<file path="config.mk">
export PLATFORM = sky130hd
export DESIGN_NAME = retry_id_scheduler
export DESIGN_NICKNAME = d
export VERILOG_FILES = /design/src/rtl/retry_id_scheduler.sv
export SDC_FILE = /design/constraint.sdc
export NUM_CORES = 1
export LEC_CHECK = 0
export BUFFER_PORTS_ARGS = -buffer_cell sky130_fd_sc_hd__clkbuf_2
export CAP_MARGIN = 10
export CORE_AREA = 2 2 116 118
export CTS_CLUSTER_DIAMETER = 150
export DETAILED_ROUTE_END_ITERATION = 7
export DIE_AREA = 0 0 118 120
export HOLD_SLACK_MARGIN = 0.1
export PLACE_DENSITY_LB_ADDON = 0.1
export SYNTH_ARGS = -nofsm -noshare
export SYNTH_HDL_FRONTEND = slang
export SYNTH_SLANG_ARGS = --single-unit
export TNS_END_PERCENT = 30
</file>
<file path="constraint.sdc">
create_clock -name clk_i -period 5.55 [get_ports clk_i]
set_input_delay 0.8325 -clock clk_i [delete_from_list [all_inputs] [get_ports clk_i]]
set_output_delay 0.8325 -clock clk_i [all_outputs]
set_load 0.01 [all_outputs]
</file>
<file path="src/rtl/retry_id_scheduler.sv">
// ============================================================================
// Module   : retry_id_scheduler
// Purpose  : Transaction-ID allocator and new/retry issue arbiter with a
//            per-ID retry budget. Optional statistics: RETRY_ID_SCHED_STATS_EN.
// Revision : 1.0 - initial release
// ============================================================================
`default_nettype none

module retry_id_scheduler #(
    parameter int IDSize     = 4,
    parameter int MaxRetries = 3
) (
    input  logic              clk_i,
    input  logic              rst_i,
    input  logic              new_valid_i,
    output logic              new_ready_o,
    input  logic              retry_valid_i,
    input  logic [IDSize-1:0] retry_id_i,
    output logic              retry_ready_o,
    input  logic              done_valid_i,
    input  logic [IDSize-1:0] done_id_i,
    output logic              issue_valid_o,
    input  logic              issue_ready_i,
    output logic [IDSize-1:0] issue_id_o,
    output logic              issue_retry_o,
    output logic              abort_valid_o,
    output logic [IDSize-1:0] abort_id_o,
    output logic              spurious_o,
    output logic [15:0]       retry_total_o,
    output logic [15:0]       abort_total_o
);

    localparam int NUM_IDS = 1 << IDSize;
    localparam int CW      = $clog2(MaxRetries + 1);
    localparam logic [CW-1:0] MAX_CNT = CW'(MaxRetries);

    logic [NUM_IDS-1:0] out_q, out_d;
    logic [CW-1:0]      cnt_q [NUM_IDS];
    logic [CW-1:0]      cnt_d [NUM_IDS];
    logic               issue_valid_q, issue_valid_d;
    logic [IDSize-1:0]  issue_id_q, issue_id_d;
    logic               issue_retry_q, issue_retry_d;
    logic               abort_valid_q, abort_valid_d;
    logic [IDSize-1:0]  abort_id_q, abort_id_d;
    logic               spurious_q, spurious_d;

    logic               load_en;
    logic               any_free;
    logic               alloc_found;
    logic [IDSize-1:0]  alloc_id;
    logic               retry_accept;
    logic               new_grant;
    logic               retry_inc;
    logic               abort_inc;

    assign load_en       = !issue_valid_q || issue_ready_i;
    assign any_free      = ~&out_q;
    // Handshakes are held low during reset so no input is seen as accepted.
    assign retry_ready_o = load_en && !rst_i;
    assign new_ready_o   = load_en && !rst_i && !retry_valid_i && any_free;
    assign retry_accept  = retry_valid_i && retry_ready_o;
    assign new_grant     = new_valid_i && new_ready_o;

    always_comb begin
        alloc_id    = '0;
        alloc_found = 1'b0;
        for (int i = 0; i < NUM_IDS; i++) begin
            if (!alloc_found && !out_q[i]) begin
                alloc_id    = IDSize'(i);
                alloc_found = 1'b1;
            end
        end
    end

    always_comb begin
        out_d         = out_q;
        cnt_d         = cnt_q;
        issue_valid_d = issue_valid_q;
        issue_id_d    = issue_id_q;
        issue_retry_d = issue_retry_q;
        abort_valid_d = 1'b0;
        abort_id_d    = '0;
        spurious_d    = 1'b0;
        retry_inc     = 1'b0;
        abort_inc     = 1'b0;

        if (load_en) begin
            issue_valid_d = 1'b0;
        end

        if (retry_accept) begin
            // A retry racing a done for the same ID loses: the ID is being released.
            if (!out_q[retry_id_i] || (done_valid_i && (done_id_i == retry_id_i))) begin
                spurious_d = 1'b1;
            end else if (cnt_q[retry_id_i] == MAX_CNT) begin
                out_d[retry_id_i] = 1'b0;
                abort_valid_d     = 1'b1;
                abort_id_d        = retry_id_i;
                abort_inc         = 1'b1;
            end else begin
                cnt_d[retry_id_i] = cnt_q[retry_id_i] + CW'(1);
                issue_valid_d     = 1'b1;
                issue_id_d        = retry_id_i;
                issue_retry_d     = 1'b1;
                retry_inc         = 1'b1;
            end
        end else if (new_grant) begin
            out_d[alloc_id] = 1'b1;
            cnt_d[alloc_id] = '0;
            issue_valid_d   = 1'b1;
            issue_id_d      = alloc_id;
            issue_retry_d   = 1'b0;
        end

        if (done_valid_i) begin
            if (out_q[done_id_i]) begin
                out_d[done_id_i] = 1'b0;
            end else begin
                spurious_d = 1'b1;
            end
        end
    end

    always_ff @(posedge clk_i) begin
        if (rst_i) begin
            out_q         <= '0;
            issue_valid_q <= 1'b0;
            issue_id_q    <= '0;
            issue_retry_q <= 1'b0;
            abort_valid_q <= 1'b0;
            abort_id_q    <= '0;
            spurious_q    <= 1'b0;
            for (int i = 0; i < NUM_IDS; i++) begin
                cnt_q[i] <= '0;
            end
        end else begin
            out_q         <= out_d;
            cnt_q         <= cnt_d;
            issue_valid_q <= issue_valid_d;
            issue_id_q    <= issue_id_d;
            issue_retry_q <= issue_retry_d;
            abort_valid_q <= abort_valid_d;
            abort_id_q    <= abort_id_d;
            spurious_q    <= spurious_d;
        end
    end

    assign issue_valid_o = issue_valid_q;
    assign issue_id_o    = issue_id_q;
    assign issue_retry_o = issue_retry_q;
    assign abort_valid_o = abort_valid_q;
    assign abort_id_o    = abort_id_q;
    assign spurious_o    = spurious_q;

`ifdef RETRY_ID_SCHED_STATS_EN
    logic [15:0] retry_total_q;
    logic [15:0] abort_total_q;

    always_ff @(posedge clk_i) begin
        if (rst_i) begin
            retry_total_q <= '0;
            abort_total_q <= '0;
        end else begin
            if (retry_inc && (retry_total_q != 16'hFFFF)) begin
                retry_total_q <= retry_total_q + 16'd1;
            end
            if (abort_inc && (abort_total_q != 16'hFFFF)) begin
                abort_total_q <= abort_total_q + 16'd1;
            end
        end
    end

    assign retry_total_o = retry_total_q;
    assign abort_total_o = abort_total_q;
`else
    logic stats_unused;
    assign stats_unused  = retry_inc ^ abort_inc;
    assign retry_total_o = 16'd0;
    assign abort_total_o = 16'd0;
`endif

endmodule

`default_nettype wire

</file>
==> key figures, run 1 <==
CTS
  • Maximum level of the CTS H-tree: 3
  • Clock sink count: 60
  • Post-CTS sizing: 0
  • Worst-Skew Late Latency: 340 ps
  • Clock buffer count from CTS: 9
  • CTS tree: done
  • Cts hold-fix bufs: 0
  • Clk slew on worst S/H paths: roughly 50 ps
  • Root buf cell: clkbuf_16
  • CTS max path bufs: 2
  • Post-CTS Setup Inserts: 0

Critical path
  • Worst Path Arrival: between 4000 and 5000 ps
  • Worst Path Required: slightly below 6000 ps
  • Setup crit start kind: primary input
  • CP Max Fanout: 20
  • CP endpoint kind: flip-flop
  • Reg2reg path depth: 7
  • Critical R2R Launch: cnt_q[22]
  • Worst reg2reg endpoint: cnt_q[1]
  • Reg2reg setup slack: between 2000 and 2500 ps
  • Setup CP Type: primary input to flip-flop

Timing
  • Clock skew: between 6 and 7 ps
  • Fmax: 251 MHz
  • Slew Limit Fails: 0
  • Setup violations, final: 0
  • Setup TNS Final: 0 ps
  • RSZ-0062 raised after global routing: false
  • Worst slew margin: 0.293
  • Fin. Hold Viols: 0
  • Post-route minimum period: around 4000 ps
  • Final critical-path share of the clock period: 0.718
  • Slew @ Worst Pin: about 1100 ps

Yosys
  • Number of flops mapped to enable cells by yosys: 0
  • Synth async-reset ratio: 0
  • Cells after Synth: between 400 and 500
  • Register area share after synthesis: 0.314
  • Synth warnings: 0
  • Avg Cell Area, Syn: about 8.5 µm²
  • Synth unique cells: 64
  • Post-Syn Area: about 0.0038 mm²
  • Flops & latches, synth: 60
  • Ys flop type: dfxtp_1

Hold path
  • Hold EP: cnt_q[7]
  • Hold Crit Start: cnt_q[7]
  • HP Class: flip-flop to flip-flop
  • WHS Path Cells: 2

Detailed routing
  • Final wirelength: 13.3 mm
  • Vias per inst: 5.61
  • Total number of vias: ~3.6k
  • Final ANT Viol Nets: 0
  • Routed wire per std cell: 21.0 µm
  • 1st-pass router iterations: 5
  • Number of remaining DRC errors: 0
  • Drt first-iter violations: ~310

Global routing
  • Vias in the first global route: approximately 3.4k
  • Pin count of the biggest net entering global routing: 32
  • Initial antenna violation count: 0
  • Total grt overflow: 0
  • Total track usage: 0.194
  • Global-route wire length before repair: 20.5 mm

Cells and area
  • Fraction of layout cells with a size suffix above 1: 0.150
  • Fill count: between 1k and 1.5k
  • Most common cell after layout, fill and taps aside: dfxtp_1
  • Non-Filler Instances: 636
  • Post-layout net count: between 400 and 500
  • Synthesis-to-finish area growth: 11.5%
  • Commonest cells after routing, fill and taps aside: dfxtp_1 (60), nand2_1 (35), nand3_1 (33), conb_1 (32), nor2_1 (29)
  • Inserted Diodes: 0

Floorplanning
  • Die area: approximately 0.014 mm²
  • Initial core utilization: 0.294
  • Row cnt: 42
  • Chip width: around 120 µm
  • Die Span Y: 120 µm
  • Core Area: approximately 0.013 mm²
  • # IOs: 60

Power and ir drop
  • Leakage: around 0.0015 µW
  • PD cells: 267 mW/mm²
  • Max rail drop VDD: 0.000121 V

Placed design
  • GP Congestion: roughly 0.92
  • Hpwl dp: about 9.6 mm
  • PortBufs: 27
  • Dpl cells: 621

Job
  • Max Cap Violations: 0

Status
  • Outcome: finished clean
sequential cells by signal (all words and copies together) (netlist names):
signal,count
issue_valid_o,1
out_q,16
cnt_q,32
abort_valid_o,1
issue_id_o,4
abort_id_o,4
issue_retry_o,1
spurious_o,1
power by group:
part	total (µW)	internal [µW]	switching, µW
clock	617	403	214
combinational	86.4	22.2	64.2
sequential	434	432	1.56
total	1140	857	280
worst max path at each step:
stage | from | end | slack (ps) | cells past startpoint
2_1_floorplan | retry_id_i[0] | cnt_q[14] | 1690 | 10
3_3_place_gp | retry_id_i[0] | cnt_q[1] | 1340 | 8
3_5_place_dp | retry_id_i[0] | cnt_q[1] | 1210 | 8
4_1_cts | retry_id_i[0] | cnt_q[1] | 1550 | 8
5_1_grt | retry_id_i[0] | cnt_q[14] | 1330 | 8
6_report | retry_id_i[0] | cnt_q[1] | 1560 | 8
logic make-up after synthesis:
kind of cell	share of synthesized area
flip-flops	0.314
multiplexers	0.126
adder cells (fa/ha/maj)	0.00327
XOR/XNOR	0.00916
AO/OA/AOI/OAI	0.197
AND/OR/NAND/NOR	0.236
buffers and inverters	0.114
other	0.000981
metal layers:
layer  GRT usage  up-vias  wire length, µm
li1            -     1641                -
met1       0.253     1752             6040
met2       0.305      155             6080
met3      0.0480       20              842
met4      0.0836        0              359
met5           0        -                0
worst max-delay path, stage by stage:
cell and delay, ps:
clkbuf_2 510, mux4_2 590, mux4_2 510, ha_1 370, nor4b_1 460, o211a_1 450
nand4_1 220, a31o_1 270
final cells by class:
cell class                 instances  area [µm²]  share of cell area
clock buffer                      11         243              0.0570
clock inverter                     4        73.8              0.0173
inverter                          17        63.8              0.0150
multi-input combinational        339        2310               0.542
sequential                        60        1200               0.282
tap                              176         220              0.0517
timing repair buffer              29         150              0.0352
Yosys cell counts, types with 2 or more instances:
| cell | number | area, µm² |
|---|---|---|
| a211o_1 | 5 | 43.8 |
| o21ai_0 | 8 | 40.0 |
| a21boi_1 | 2 | 15.0 |
| a31o_1 | 6 | 52.6 |
| dfxtp_1 | 60 | 1200 |
| a21o_1 | 2 | 15.0 |
| clkbuf_1 | 25 | 93.8 |
| nor4b_1 | 2 | 17.5 |
| buf_1 | 4 | 15.0 |
| and3_1 | 8 | 50.1 |
| xnor2_1 | 4 | 35.0 |
| o221a_1 | 2 | 22.5 |
| inv_1 | 16 | 60.1 |
| and3b_1 | 3 | 26.3 |
| o211ai_1 | 4 | 30.0 |
| a21oi_1 | 24 | 120 |
| nand4_1 | 19 | 119 |
| o31ai_1 | 3 | 22.5 |
| nor3b_1 | 4 | 30.0 |
| mux2i_1 | 3 | 30.0 |
| o211a_1 | 3 | 30.0 |
| buf_4 | 32 | 240 |
| o2111ai_1 | 2 | 17.5 |
| nand2_1 | 35 | 131 |
| nand3_1 | 33 | 165 |
| nor3_1 | 4 | 20.0 |
| mux4_2 | 20 | 450 |
| o221ai_1 | 3 | 26.3 |
| and2_1 | 5 | 31.3 |
| and4_1 | 3 | 26.3 |
| nor4_1 | 4 | 25.0 |
| o32ai_1 | 7 | 61.3 |
| buf_2 | 2 | 10.0 |
| nor2_1 | 29 | 109 |
| nand2b_1 | 2 | 12.5 |
| a221oi_1 | 3 | 26.3 |
| a211oi_1 | 2 | 15.0 |
| nor2b_1 | 7 | 43.8 |
| a31oi_1 | 6 | 37.5 |
| or4b_1 | 2 | 20.0 |
| or2_1 | 2 | 12.5 |
| o21ai_1 | 17 | 85.1 |
through the flow:
step | hold slack (ps) | setup slack [ps] | total power, µW | utilization | instance area (µm²)
after CTS | 461 | 1550 | 1140 | 0.328 | 4260
after detailed placement | 454 | 1210 | 528 | 0.304 | 3950
after global routing | 481 | 1330 | 1170 | 0.328 | 4260
after floorplan | 432 | 1690 | 518 | - | 3940
after global placement | 459 | 1340 | 529 | 0.304 | 3950
final | 455 | 1560 | 1140 | 0.328 | 4260
No activity file was read; power rests on OpenSTA's default activity.
==> run 2: changes to the inputs <==
- ABC_AREA: default -> 1
- CORE_AREA: 2 2 116 118 -> 2 2 123 125
- DIE_AREA: 0 0 118 120 -> 0 0 125 127
- clock period: 5.55 -> 3.6 ns (I/O delays scaled with it)
==> key figures, run 2 <==
Yosys
  • Most frequent cell after synthesis: nand2_1 (was dfxtp_1)
  • Register area share after synthesis: 0.279 (was 0.314)
  • Synth warnings: 0 (unchanged)
  • Post-Syn Area: 0.00430 mm² (was 0.00382 mm²)
  • Synth unique cells: 38 (was 64)
  • Ys flop type: dfxtp_1 (unchanged)
  • Dominant cells by area after synthesis: dfxtp_1 (28%), nand2_1 (13%), nand3_1 (8.6%) (was dfxtp_1 (31%), mux4_2 (12%), buf_4 (6.3%))
  • Top post-synthesis cells by count: nand2_1 (144), nand3_1 (74), a21oi_1 (63) (was dfxtp_1 (60), nand2_1 (35), nand3_1 (33))
  • Flops & latches, synth: 60 (unchanged)
  • Synth area leader: dfxtp_1 (unchanged)
  • Number of flops mapped to enable cells by yosys: 0 (unchanged)
  • Synth top area share: 0.279 (was 0.314)
  • Cells after Synth: 648 (was 449)
  • Synth async-reset ratio: 0 (unchanged)
  • Avg Cell Area, Syn: 6.64 µm² (was 8.51 µm²)

Critical path
  • Worst Path Required: 3800 ps (was 5780 ps)
  • CP endpoint kind: flip-flop (unchanged)
  • Setup CP Type: primary input to flip-flop (unchanged)
  • Setup crit start kind: primary input (unchanged)
  • Worst Path Arrival: 3370 ps (was 4210 ps)
  • CP Max Fanout: 17 (was 20)

Global routing
  • Initial antenna violation count: 0 (unchanged)
  • Met2 usage: 0.293 (was 0.305)
  • Gr busiest metal: met2 (unchanged)
  • GRT met3 Usage: 0.0335 (was 0.0480)
  • Met1 Track Usage GR: 0.234 (was 0.253)
  • Vias in the first global route: 4,045 (was 3,410)
  • Total grt overflow: 0 (unchanged)
  • Global-route wire length before repair: 22.0 mm (was 20.5 mm)
  • Total track usage: 0.178 (was 0.194)
  • Pin count of the biggest net entering global routing: 40 (was 32)

Cells and area
  • Synthesis-to-finish area growth: 9.86% (was 11.5%)
  • Fraction of layout cells with a size suffix above 1: 0.156 (was 0.150)
  • Fill count: 1,594 (was 1,396)
  • Non-Filler Instances: 858 (was 636)
  • Final core occ: 0.328 (about the same)
  • Regs by FF count: cnt_q x32, out_q x16 (unchanged)
  • Most flops, register: cnt_q (unchanged)
  • Max reg flops: 32 (unchanged)
  • Inserted Diodes: 0 (unchanged)
  • Commonest cells after routing, fill and taps aside: nand2_1 (144), nand3_1 (74), a21oi_1 (63), dfxtp_1 (60), inv_1 (57) (was dfxtp_1 (60), nand2_1 (35), nand3_1 (33), conb_1 (32), nor2_1 (29))
  • Post-layout net count: 686 (was 471)
  • Most common cell after layout, fill and taps aside: nand2_1 (was dfxtp_1)

Timing
  • Post-route minimum period: 3160 ps
  • Setup TNS Final: 0 ps (unchanged)
  • Final critical-path share of the clock period: 0.879
  • Slew Limit Fails: 0 (unchanged)
  • Clock skew: 7.03 ps (was 6.81 ps)
  • Fin. Hold Viols: 0 (unchanged)
  • Fmax: around 320 MHz
  • Final WS setup: 436 ps (was 1560 ps)
  • Worst slew margin: 0.504 (was 0.293)
  • Setup violations, final: 0 (unchanged)
  • RSZ-0062 raised after global routing: false (unchanged)
  • Slew @ Worst Pin: 739 ps (was 1050 ps)

Detailed routing
  • Number of remaining DRC errors: 0 (unchanged)
  • Drt first-iter violations: 326 (was 311)
  • Routed wire per std cell: 16.2 µm (was 21.0 µm)
  • 1st-pass router iterations: 4 (was 5)
  • Final ANT Viol Nets: 0 (unchanged)
  • Total number of vias: 4,256 (was 3,568)
  • Vias per inst: 4.96 (was 5.61)
  • Final wirelength: 13.9 mm (was 13.3 mm)

Floorplanning
  • Row cnt: 44 (was 42)
  • # IOs: 60 (unchanged)
  • Initial core utilization: 0.298 (was 0.294)
  • Die Span Y: 127 µm (was 120 µm)
  • Core Area: 0.0144 mm² (was 0.0130 mm²)
  • Chip width: 125 µm (was 118 µm)
  • Die area: 0.0159 mm² (was 0.0142 mm²)

CTS
  • Clock buffer count from CTS: 9 (unchanged)
  • Root buf cell: clkbuf_16 (unchanged)
  • CTS tree: done (unchanged)
  • Worst-Skew Late Latency: 340 ps (about the same)
  • Post-CTS sizing: 0 (unchanged)
  • Cts hold-fix bufs: 0 (unchanged)
  • CTS max path bufs: 2 (unchanged)
  • Clock sink count: 60 (unchanged)
  • Post-CTS Setup Inserts: 0 (unchanged)
  • Maximum level of the CTS H-tree: 3 (unchanged)
  • Clk slew on worst S/H paths: 50 ps (about the same)

Placed design
  • Post-place setup slack: 105 ps (was 1210 ps)
  • Hpwl dp: 10.7 mm (was 9.61 mm)
  • PortBufs: 27 (unchanged)
  • GP Congestion: 0.847 (was 0.915)
  • Dpl cells: 844 (was 621)

Power and ir drop
  • Max rail drop VDD: 0.000199 V (was 0.000121 V)
  • PD cells: 352 mW/mm² (was 267 mW/mm²)
  • Leakage: 0.00197 µW (was 0.00151 µW)

Job
  • Max Cap Violations: 0 (unchanged)

Status
  • Outcome: finished clean (unchanged)

Hold path
  • HP Class: flip-flop to flip-flop (unchanged)
run 2: cell types whose count changed in the layout (fill, tap and decap cells not counted), moves of 9 or more:
| cell | delta |
|---|---|
| nand3_1 | +41 |
| nor3_2 | +10 |
| nor2_1 | +27 |
| a21oi_1 | +39 |
| nand4_2 | +16 |
| nand4_1 | -14 |
| o21ai_0 | +9 |
| mux4_2 | -20 |
| o21ai_1 | -13 |
| a22oi_1 | +23 |
| clkinv_1 | +15 |
| nand2_1 | +109 |
| inv_1 | +41 |
run 2: worst paths after layout:
| path | start | to | slack [ps] | depth (start not counted) |
|---|---|---|---|---|
| max reg2reg | cnt_q[24] | issue_id_o[1] | 1030 | 11 |
| max | retry_id_i[1] | issue_id_o[1] | 440 | 14 |
| min | issue_id_o[0] | issue_id_o[0] | 460 | 2 |
| min reg2reg | issue_id_o[0] | issue_id_o[0] | 460 | 2 |
run 2: layout make-up:
| class | instances | area [µm²] | area share |
|---|---|---|---|
| timing repair buffer | 36 | 203 | 0.0429 |
| multi-input combinational | 486 | 2520 | 0.533 |
| clock buffer | 13 | 270 | 0.0572 |
| inverter | 78 | 293 | 0.0620 |
| sequential | 60 | 1200 | 0.254 |
| clock inverter | 1 | 7.51 | 0.00159 |
| tap | 184 | 230 | 0.0487 |
run 2: stage by stage:
stage / hold slack [ps] / instance area (µm²) / total power, µW
after floorplan: 458 / 4420 / 830
after global placement: 454 / 4450 / 857
after detailed placement: 457 / 4450 / 856
after CTS: 466 / 4720 / 1690
after global routing: 480 / 4720 / 1730
final: 460 / 4720 / 1660
run 2: critical path: stages:
cell and delay, ps:
clkbuf_2 260, inv_2 200, nor2_4 270, a22oi_1 140, a21oi_1 190, or2_4 180, nor2_8 80, inv_1 60
ha_1 160, clkinv_1 590, nand3_1 470, nor2_1 70, nor2_1 90, a21oi_1 60
run 2: cell families (layout without fill, tap and decap cells):
kind of cell,count (synthesis),count (layout),share of synthesized area
simple gates,333,333,0.394
buf+inv,133,128,0.162
compound gates,119,119,0.159
flops,60,60,0.279
fa+ha+maj,1,1,0.00291
other cells,1,32,0.000872
xor+xnor,1,1,0.00204
run 2: per-layer routing:
metal / vias to the layer above / part of all wire
met4: 0 / 0.022
met3: 14 / 0.043
li1: 2146 / -
met1: 1969 / 0.47
met2: 127 / 0.46
met5: - / 0
run 2: report_power, final:
part	switching, µW	leakage [µW]	internal [µW]
clock network	304	0.000134	514
logic	133	0.00135	40.2
registers	1.85	0.000484	668
